## src/rtl/inst_fetch.sv

```systemverilog
// inst_fetch: MIPS32 fetch unit keeping one instruction read in flight; define FETCH_ADEL_CHECK_EN to turn misaligned PCs into faulting nops
module inst_fetch #(
    parameter logic [31:0] RESET_PC = 32'hBFC00000
) (
    input  logic        clk,
    input  logic        rst,
    input  logic [5:0]  stall,
    input  logic        flush,
    input  logic [31:0] new_pc,
    input  logic        branch_flag_i,
    input  logic [31:0] branch_target_address_i,
    input  logic        inst_ready,
    input  logic        full,
    output logic        inst_req,
    output logic [31:0] inst_addr,
    input  logic        inst_addr_ok,
    input  logic        inst_data_ok,
    input  logic [31:0] inst_rdata,
    output logic [31:0] if_pc,
    output logic [31:0] if_inst,
    output logic        inst_valid,
    output logic        fetch_adel
);
    typedef enum logic [2:0] {IDLE, ADDR, DATA, HOLD, DRAIN} state_t;
    state_t state, state_nxt;
    logic [31:0] pc, pc_nxt, br_target, addr;
    logic br_pend, discard, handoff, capture, start, fault;
    logic unused_ok;
    assign unused_ok = &{1'b0, stall[5:1]};
    assign handoff = inst_valid && inst_ready && !full && !flush;
    assign capture = branch_flag_i && !stall[0];
    assign start = !stall[0] && ((state == IDLE && !full && !flush) || handoff);
    assign pc_nxt = flush ? new_pc : !handoff ? pc : capture ? branch_target_address_i : br_pend ? br_target : pc + 32'd4;
`ifdef FETCH_ADEL_CHECK_EN
    assign fault = start && pc_nxt[1:0] != 2'b00;
`else
    assign fault = 1'b0;
`endif
    assign inst_req = state == ADDR;
    assign inst_addr = inst_req ? addr : 32'd0;
    always_ff @(posedge clk) begin
        if (rst) state <= IDLE;
        else state <= state_nxt;
    end
    always_comb begin
        state_nxt = state;
        case (state)
            IDLE:    state_nxt = !start ? IDLE : fault ? HOLD : ADDR;
            ADDR:    state_nxt = !inst_addr_ok ? ADDR : (discard || flush) ? DRAIN : DATA;
            DATA:    state_nxt = flush ? (inst_data_ok ? IDLE : DRAIN) : inst_data_ok ? HOLD : DATA;
            HOLD:    state_nxt = flush ? IDLE : !handoff ? HOLD : !start ? IDLE : fault ? HOLD : ADDR;
            DRAIN:   state_nxt = inst_data_ok ? IDLE : DRAIN;
            default: state_nxt = IDLE;
        endcase
    end
    // the bus address is latched so a flush during ADDR cannot disturb the pending request
    always_ff @(posedge clk) begin
        if (rst) begin
            pc <= RESET_PC;
            br_pend <= 1'b0;
            br_target <= 32'd0;
            addr <= 32'd0;
            discard <= 1'b0;
            if_pc <= 32'd0;
            if_inst <= 32'd0;
            inst_valid <= 1'b0;
            fetch_adel <= 1'b0;
        end else begin
            pc <= pc_nxt;
            br_pend <= !flush && !handoff && (br_pend || capture);
            if (capture) br_target <= branch_target_address_i;
            discard <= state == ADDR && !inst_addr_ok && (discard || flush);
            if (start) addr <= {pc_nxt[31:2], 2'b00};
            if (flush) begin
                inst_valid <= 1'b0;
                fetch_adel <= 1'b0;
            end else if (state == DATA && inst_data_ok) begin
                if_inst <= inst_rdata;
                if_pc <= pc;
                inst_valid <= 1'b1;
            end else if (fault) begin
                if_inst <= 32'd0;
                if_pc <= pc_nxt;
                inst_valid <= 1'b1;
                fetch_adel <= 1'b1;
            end else if (handoff) begin
                inst_valid <= 1'b0;
                fetch_adel <= 1'b0;
            end
        end
    end
endmodule

```

## config.mk

```make
export PLATFORM = sky130hd
export DESIGN_NAME = inst_fetch
export DESIGN_NICKNAME = d
export VERILOG_FILES = /design/src/rtl/inst_fetch.sv
export SDC_FILE = /design/constraint.sdc
export NUM_CORES = 1
export LEC_CHECK = 0
export ABC_AREA = 1
export CAP_MARGIN = 15
export CORE_MARGIN = 5
export CORE_UTILIZATION = 49
export CTS_CLUSTER_SIZE = 25
export DETAILED_ROUTE_END_ITERATION = 10
export PLACE_DENSITY = 0.9
export SYNTH_ARGS = -nofsm -noshare
export SYNTH_HDL_FRONTEND = slang
export SYNTH_SLANG_ARGS = --single-unit
```

## constraint.sdc

```tcl
create_clock -name clk -period 2.2 [get_ports clk]
set_input_delay 0.33 -clock clk [delete_from_list [all_inputs] [get_ports clk]]
set_output_delay 0.33 -clock clk [all_outputs]
set_load 0.02 [all_outputs]
```

## Word-level counts from Yosys, hierarchy flattened

Index checks and enable logic that the tools add are counted.

- Register bits: 164
- Input bits: 110
- Output and inout bits: 99

- Add/sub/neg operators: 1
- Eq/ne operators: 4
- Multiplexer cells: 16
- Bitwise gates (word level): 1
- Reduce and logical (&&, ||, !) cells: 25

Operators by type and width:

| operator | number |
|---|---|
| $mux W32 | 5 |
| $add A32 B3 Y32 const B | 1 |
| $pmux W3 S5 | 1 |
| $logic_and A1 B1 Y1 | 12 |
| $mux W3 | 4 |
| $eq A3 B2 Y1 const B | 2 |
| $logic_not A1 Y1 | 5 |
| $mux W1 | 4 |
| $mux W2 | 2 |
| $reduce_bool A2 Y1 | 2 |
| $eq A3 B1 Y1 const B | 1 |
| $eq A3 B3 Y1 const B | 1 |
| $logic_not A3 Y1 | 1 |
| $logic_or A1 B1 Y1 | 3 |
| $reduce_and A2 Y1 | 1 |
| $reduce_or A2 Y1 | 1 |
| $not A1 Y1 | 1 |

## Longest topological paths before layout

Gate-level depths: netlist (run 1).

- Depth after elaboration: 9
- Gate-level depth with buffers: 14
- Gate-level depth less buffers: 14

## Worst setup path after synthesis (run 1)

No wires, ideal clock.

- Path type: flip-flop to output port
- Start: reg state[0]
- End: out inst_addr[10]
- Arrival time: 1.688 ns
- Required time: 1.870 ns
- Slack: 0.182 ns
- Cell stages (with the launch flop): 6
- Buffers on the path: 1
- Cells stage by stage: dfxtp_1 inv_1 nor3_1 inv_1 clkbuf_1 nor2_1

- Longest elaborated chain between the ends: 2

Ends and longest elaborated chain:

| what | line | RTL |
|---|---|---|
| from (decl) | 25 | `state_t state, state_nxt;` |
| from (signal assigned) | 43 | `else state <= state_nxt;` |
| $eq A3 B1 Y1 | 39 | `assign inst_req = state == ADDR;` |
| net inst_req | 14 | `output logic inst_req,` |
| $mux W32 | 40 | `assign inst_addr = inst_req ? addr : 32'd0;` |
| to (decl) | 15 | `output logic [31:0] inst_addr,` |

The timed path passes the listed nets, and every way through them passes these cells.

## Final worst setup path (run 1)

- Start: reg state[0]
- End: out inst_addr[8]

- Longest elaborated chain between the ends: 2

Ends and longest elaborated chain:

| what | line |
|---|---|
| $eq A3 B1 Y1 | 39 |
| $mux W32 | 40 |

Every way passes these cells.

==> results.txt, run 1 <==
- The flow ran to the end, and the final reports show no timing, DRC or antenna violations.
* Top-level I/O count: 209
* Setup total negative slack: 0 ps
- Transition time at the pin with the least slew margin: 610 ps
- VDD sags by at most 0.535 mV.
- Worst path buffer plus inverter count: 4
- The worst hold path belongs to the class input pin to flip-flop.
- Data on the critical path arrives at its endpoint at 1720 ps.
- Terminating pin of the worst hold path: if_pc[8]
- Counting stages on the worst path, the most repeated cell is sky130_fd_sc_hd__inv_1.
* Reported net switching power: 1.75 mW
- Fill cell count: 1330
- Summed over all cells, the static leakage comes to 4.68 nW.
* Instance count after placement with tap cells included: 1570
- Dividing total power by cell area gives a power density of 675 nW/um2.
- Worst Path Class, Setup: flip-flop to output pin
* Vias in the first global route: 8335
- The number of setup buffers added after CTS is 0.
- Horiz. Die Dim: 136 um
- Starting density of the core: 0.495
- Among all flip-flop cells after synthesis, the most frequent one is sky130_fd_sc_hd__dfxtp_1.
- Measured on the finished design, the core utilization comes to 0.667.
* Final period util: 0.930
- After synthesis, the mean cell area works out to 6.57 um2.
- Net total in the final layout: 1484
* Final hold violations: 0
- Worst-path fanout max: 30
- Slew Viols, Final: 0
- The share of total power dissipated in the clock network is 0.446.
- DRT Pass-1 Iters: 7
- Library cell used as clock root buffer: sky130_fd_sc_hd__clkbuf_16
- In this run the remaining antenna-violating nets after routing total 0.
- In this run, the number of DRC markers left after iteration 0 of detailed routing was 729.
- The synthesized netlist occupies a cell area of 7810 um2.
* Initial antenna violation count: 0
* Maximum number of pins on one net before global-route repair: 84
- Yosys attributes the largest share of cell area to sky130_fd_sc_hd__dfxtp_1 (42%), sky130_fd_sc_hd__nand2_1 (15%), sky130_fd_sc_hd__nor2_1 (7.4%), sky130_fd_sc_hd__o21ai_0 (7.0%), sky130_fd_sc_hd__inv_1 (6.9%).
* Worst Path Required: 1870 ps
- Final Critical Period: 2050 ps
- Final setup violation count: 0
- Once placement finished, the instance area stood at 10000 um2.
- The finished layout holds 1601 standard cells, fillers aside.
- The kind of cell with the highest combined delay along the critical path is buffers and inverters.
- Clock latency reported for the late side of the worst-skew pair: 430 ps
- Critical Path Slowest Stage Cell: sky130_fd_sc_hd__dfxtp_1
- DPL Wire Length: 18100 um
* Number of rows created at floorplan: 46
* Max Cap Violations: 0
* CTS tree: built
* Startpoint of the lowest-slack hold path: rst
* Gate power share: 0.113
- Max Clock Skew: 9.24 ps
- Cell breakdown of the critical path: inv_1 > nor3_1 > inv_1 > buf_12 > nor2_1 > clkbuf_2
- Number of design rule violations left after detail routing: 0
* Worst slew margin: 0.593
* Achievable clock frequency: 0.489 GHz
- The finished cells cover 10500 um2.
- After detailed routing, the total wire length is 25400 um.
- The share of the Yosys chip area taken by registers is 0.420.
* Port Buffer Count: 200
- Nature of the critical path endpoint: output pin
* Top cell type's share of synthesized area: 0.420
- Reg2reg start: pc[3]
* Wire length of the first global-routing pass: 41000 um
- Signed area change from the synthesized netlist to the final layout: 34.6%
* Switching part of the total: 0.247
* Per-cell routed wire length: 15.9 um
* Capturing point of the worst reg2reg path: addr[26]
- For this design, the sink count on the clock tree is 164.
- Routed vias: 8410
- After clock tree synthesis, the clock-pin slew on the worst setup and hold paths is 70 ps.
* Sequential power share: 0.440
* Number of buffers between clock root and the deepest sink: 2
* Via-per-instance ratio: 5.25
- Floorplan Core Area: 15800 um2
* Int Power: 5.35 mW
- Hold Path Cell Cnt: 4
* Highest cell delay on the worst timing path: 370 ps
- Synthesized instance count: 1189
- Count of different cell masters after synthesis: 35
- In the global route stage, overall resource usage came out at 0.278.
* Async SR Flop Fraction: 0
- Setup repair after global routing left no endpoint under its margin.
- Number of flops mapped to enable cells by yosys: 0
- In this run, synthesis produced a sequential element count of 164.
- Reg-to-reg slack, setup: 160 ps
- Number of buffers created by CTS: 17
- Fraction of final layout cells with drive strength greater than 1: 0.0845
* Die ar.: 18600 um2
* Startpoint type of the worst setup path: flip-flop
- The H-tree was split into 4 levels.
- Min Hold Slack: 315 ps
* Total of warnings raised by yosys: 0
- Depth of the worst register-to-register path: 14
- The die is 136 um tall.
* Remaining global-route overflow: 0
- The number of antenna diodes in the final layout is 0.
- The largest total area in the synthesized netlist belongs to sky130_fd_sc_hd__dfxtp_1.
- At the end of routability-driven placement, the weighted congestion stood at 0.939.
[cell type report]
cell class,count,area [um2],share of cell area
Sequential cell,164,3280,0.312
Tap cell,216,270,0.0257
Clock buffer,18,439,0.0418
Clock inverter,13,184,0.0175
Inverter,153,574,0.0546
Multi-Input combinational cell,812,3640,0.346
Timing Repair Buffer,225,2120,0.202
[power groups by stage]
stage	combinational, mW	sequential, mW	clock (mW)
2_1_floorplan	0.436	3.18	0
3_3_place_gp	0.772	3.19	0
3_5_place_dp	0.790	3.19	0
4_1_cts	0.801	3.12	3.18
5_1_grt	0.888	3.13	3.32
6_report	0.805	3.13	3.17
[per-layer routing]
layer | wire, um | up-vias | GRT usage
li1 | - | 4116 | -
met1 | 9870 | 3844 | 0.329
met2 | 12400 | 402 | 0.477
met3 | 2590 | 48 | 0.0888
met4 | 537 | 0 | 0.0890
met5 | 0 | - | 0
[cells by family (layout without fill, tap and decap cells)]
group	count (synthesis)	count (layout)	synth area share
AND/OR/NAND/NOR	571	571	0.303
XOR/XNOR	3	3	0.00336
flip-flops	164	164	0.420
adder cells (fa/ha/maj)	1	1	0.00160
other	1	3	0.000480
AO/OA/AOI/OAI	234	234	0.155
buffers and inverters	215	409	0.116
[worst min-delay path, delay by kind of cell]
kind                   cells  cell delay [ps]
AOI/OAI and AO/OA          2              130
buffers and inverters      2              230
[flip-flops by register name, indices dropped and copies added (netlist names)]
signal and count:
br_target 32, if_inst 32, if_pc 32, pc 32
addr 30, state 3, br_pend 1, discard 1
inst_valid 1
[cell usage after synthesis (2+ instances only)]
cell	number
sky130_fd_sc_hd__clkbuf_1	26
sky130_fd_sc_hd__nor2_1	155
sky130_fd_sc_hd__nand2_1	311
sky130_fd_sc_hd__nor2_4	5
sky130_fd_sc_hd__nand4_1	7
sky130_fd_sc_hd__a31oi_1	6
sky130_fd_sc_hd__nand3_1	74
sky130_fd_sc_hd__inv_1	144
sky130_fd_sc_hd__inv_2	8
sky130_fd_sc_hd__o211ai_1	6
sky130_fd_sc_hd__o21ai_0	109
sky130_fd_sc_hd__o22ai_1	4
sky130_fd_sc_hd__nor2_2	6
sky130_fd_sc_hd__buf_2	21
sky130_fd_sc_hd__xor2_1	3
sky130_fd_sc_hd__o21ai_1	2
sky130_fd_sc_hd__nand2_4	2
sky130_fd_sc_hd__clkbuf_8	5
sky130_fd_sc_hd__dfxtp_1	164
sky130_fd_sc_hd__buf_1	4
sky130_fd_sc_hd__a21oi_1	105
sky130_fd_sc_hd__buf_4	4
sky130_fd_sc_hd__nand2_2	2
sky130_fd_sc_hd__nor3_1	5
[layout by cell type (no fill, tap or decap), types with 2 or more instances in the layout]
cell,n
sky130_fd_sc_hd__dfxtp_1,164
sky130_fd_sc_hd__buf_4,18
sky130_fd_sc_hd__nand2_2,2
sky130_fd_sc_hd__inv_1,144
sky130_fd_sc_hd__nand3_1,74
sky130_fd_sc_hd__buf_12,7
sky130_fd_sc_hd__clkdlybuf4s50_1,167
sky130_fd_sc_hd__clkbuf_2,30
sky130_fd_sc_hd__inv_2,9
sky130_fd_sc_hd__nand2_4,2
sky130_fd_sc_hd__o211ai_1,6
sky130_fd_sc_hd__o21ai_1,2
sky130_fd_sc_hd__bufinv_16,4
sky130_fd_sc_hd__nor3_1,5
sky130_fd_sc_hd__conb_1,3
sky130_fd_sc_hd__a21oi_1,105
sky130_fd_sc_hd__nand4_1,7
sky130_fd_sc_hd__nor2_4,7
sky130_fd_sc_hd__nor2_2,5
sky130_fd_sc_hd__a31oi_1,6
sky130_fd_sc_hd__xor2_1,3
sky130_fd_sc_hd__clkinvlp_4,3
sky130_fd_sc_hd__nor2_1,154
sky130_fd_sc_hd__buf_2,2
sky130_fd_sc_hd__clkbuf_16,17
sky130_fd_sc_hd__nand2_1,311
sky130_fd_sc_hd__clkinv_2,3
sky130_fd_sc_hd__o21ai_0,109
sky130_fd_sc_hd__o22ai_1,4
sky130_fd_sc_hd__clkinv_4,3
[worst max-delay path by stage]
stage                              from            end  slack (ps)  cells past startpoint
after CTS                      state[0]  inst_addr[18]         0.3                      6
after floorplan                state[0]  inst_addr[10]         180                      5
final                          state[0]   inst_addr[8]         150                      6
after global routing              pc[3]       addr[26]          50                     14
after detailed placement  branch_flag_i       addr[31]          70                     12
after global placement       inst_ready       addr[31]         180                      9
[metrics by stage]
stage	setup WS, ps	power, mW
after CTS	0.258	7.11
after global placement	183	3.96
final	153	7.10
after detailed placement	66.2	3.98
after floorplan	182	3.61
after global routing	47.4	7.34
[repair_timing]
| action | 4_1_cts | 5_1_grt |
|---|---|---|
| setup endpoints to repair | 30 | 31 |
| hold buffers | 0 | 0 |
| resized for setup | 41 | 50 |
No activity file was read; power rests on OpenSTA's default activity.
==> run 2, diff against run 1 <==
--- a/config.mk
+++ b/config.mk
@@ -12,6 +12,7 @@
 export CTS_CLUSTER_SIZE = 25
 export DETAILED_ROUTE_END_ITERATION = 10
 export PLACE_DENSITY = 0.9
+export SETUP_SLACK_MARGIN = 0.1
 export SYNTH_ARGS = -nofsm -noshare
 export SYNTH_HDL_FRONTEND = slang
 export SYNTH_SLANG_ARGS = --single-unit
==> results.txt, run 2 (synthesis gave the netlist of run 1 again) <==
- Min Hold Slack: 315 ps
* Worst-path fanout max: 30
- Before antenna repair, the detailed router went through 5 iterations.
- Worst Path Class, Setup: flip-flop to output pin
* 1st-iter DRT viols: 761
- Worst path setup slack after routing: 246 ps
- Peak supply drop: 0.535 mV
- The flow ran to the end, and the final reports show no timing, DRC or antenna violations.
- Count of inserted antenna diode cells: 0
* Per-cell routed wire length: 15.9 um
- Setup repair after global routing left no endpoint under its margin.
* Signed area change from the synthesized netlist to the final layout: 34.6%
- Num Clock Sinks: 164
- The clock passes through at most 2 buffers.
- Highest cell delay on the worst timing path: 360 ps
- Including well taps, the total number of placed cells is 1570.
- Max Cap Violations: 0
* Switching part of the total: 0.246
* Commonest cells after routing, fill and taps aside: sky130_fd_sc_hd__nand2_1 (311), sky130_fd_sc_hd__clkdlybuf4s50_1 (167), sky130_fd_sc_hd__dfxtp_1 (163), sky130_fd_sc_hd__nor2_1 (153), sky130_fd_sc_hd__inv_1 (143)
- Starting density of the core: 0.495
* Number of standard cells in the final layout excluding fillers: 1601
* Cell area after placement: 10000 um2
- Family with the most delay on the worst path: buffers and inverters
* Worst Path Arrival: 1620 ps
- Final setup violation count: 0
- The signal on the critical path passes through inv_1 > nor3_2 > inv_1 > buf_12 > nor2_1 > buf_2.
- After floorplanning, the core was sized to cover 15800 um2.
* Hold Buf Count CTS: 0
- Maximum number of pins on one net before global-route repair: 84
- Across every metal layer, demand over resource in global routing totals 0.278.
* Port Buffer Count: 200
- After detailed routing, the number of vias per cell comes to 5.25.
* Maximum level of the CTS H-tree: 4
- Initial antenna violation count: 0
* Power per cell area: 674 nW/um2
- Last weighted congestion value of the routability-driven placer: 0.939
* Worst slack after detailed placement: 66.2 ps
- Setup total negative slack on the finished layout was measured at 0 ps.
- Final hold violations: 0
- Slew Viols, Final: 0
- Worst slew margin: 0.614
* Transition time at the pin with the least slew margin: 579 ps
- Number of buffers created by CTS: 17
- Reported net switching power: 1.75 mW
* Remaining global-route overflow: 0
* Final Util: 0.667
- The via count of the first global-routing pass is 8337.
- At the worst endpoint, the required time is 1870 ps.
- Of the total power, combinational logic draws 0.114.
* Startpoint type of the worst setup path: flip-flop
- Final Critical Period: 1950 ps
- In the final layout, the share of cells above drive strength 1 is 0.0874.
- Once detail routing completed, the nets flagged for antenna violations numbered 0.
- The HPWL after detailed placement is 18100 um.
* Top-level I/O count: 209
- PnR Total Power: 7.09 mW
- Nature of the critical path endpoint: output pin
* Clock latency reported for the late side of the worst-skew pair: 430 ps
- Post-Layout Inst Area: 10500 um2
- Internal power comes to 5.35 mW.
- The final layout contains 1484 nets.
- After detailed routing, the number of remaining DRC violations is 0.
- Of the total power, the clock network draws 0.446.
* Critical Path Slowest Stage Cell: sky130_fd_sc_hd__dfxtp_1
- The first global-routing pass estimated 41000 um of wire.
* Detailed-route wire length: 25400 um
* Sequential power share: 0.441
- TritonCTS built the clock tree.
- Routed vias: 8412
- Total leakage power: 4.68 nW
- In this run the vertical extent of the chip is 136 um.
- The critical path contains buffers and inverters numbering 4 combined.
- Clock-pin slew was measured on the worst setup and hold paths at 70 ps.
- The library cell used most frequently in the layout, excluding fill and tap cells, is sky130_fd_sc_hd__nand2_1.
* Critical path's most frequent cell: sky130_fd_sc_hd__inv_1
* Library cell used as clock root buffer: sky130_fd_sc_hd__clkbuf_16
- Post-CTS setup repair buffer count: 0
- Final period util: 0.888
* Die ar.: 18600 um2
- Max Clock Skew: 7.63 ps
- Class of the worst hold path: input pin to flip-flop
* Number of rows created at floorplan: 46
* Horiz. Die Dim: 136 um
- Static timing analysis puts the maximum clock frequency at 0.512 GHz.
[run 2: cell types whose count changed in the layout (fill, tap and decap cells not counted), sizes merged]
cell          previous run  this run
buf                     27        36
clkbuf                  48        39
dlymetal6s2s             1         0
dlygate4sd2              0         1
[run 2: per-layer routing]
metal  GRT usage  part of all wire
met1       0.330              0.39
met2       0.477              0.49
met3      0.0888             0.098
met4      0.0901             0.023
met5           0                 0
[run 2: cell type report]
cell class / count / area, um2
inverter: 153 / 574
clock buffer: 18 / 439
clock inverter: 13 / 184
tap: 216 / 270
fill: 1338 / 5250
sequential: 164 / 3280
timing repair buffer: 225 / 2120
multi-input combinational: 812 / 3650
[run 2: path summary, 6_finish.rpt]
kind                       from       endpoint  slack (ps)  depth (start not counted)
hold / removal              rst       if_pc[8]         310                          4
hold reg to reg   br_target[23]  br_target[23]         470                          2
setup reg to reg          pc[3]       addr[18]         270                         12
setup / recovery       state[0]   inst_addr[8]         250                          6
[run 2: power groups by stage]
stage	sequential [mW]	combinational [mW]	clock (mW)
3_3_place_gp	3.19	0.772	0
5_1_grt	3.13	0.888	3.32
3_5_place_dp	3.19	0.790	0
6_report	3.13	0.805	3.16
4_1_cts	3.12	0.802	3.18
2_1_floorplan	3.18	0.436	0
[run 2: repair_timing]
| item | CTS | global route |
|---|---|---|
| cloned | 0 | 0 |
| resized for setup | 70 | 34 |
| hold endpoints to repair | 0 | 0 |
| endpoints found under the setup margin | 31 | 35 |
[run 2: worst register-to-register path, stage by stage, from the launching register on]
cell	delay [ps]
sky130_fd_sc_hd__dfxtp_2	390
sky130_fd_sc_hd__ha_1	250
sky130_fd_sc_hd__inv_2	90
sky130_fd_sc_hd__nor2_4	210
sky130_fd_sc_hd__nand2_1	150
sky130_fd_sc_hd__o21ai_0	200
sky130_fd_sc_hd__nand3_1	140
sky130_fd_sc_hd__nand2_1	110
sky130_fd_sc_hd__nand2_1	50
sky130_fd_sc_hd__nand2_1	70
sky130_fd_sc_hd__nand3_1	80
sky130_fd_sc_hd__nand2_1	70
sky130_fd_sc_hd__inv_1	40
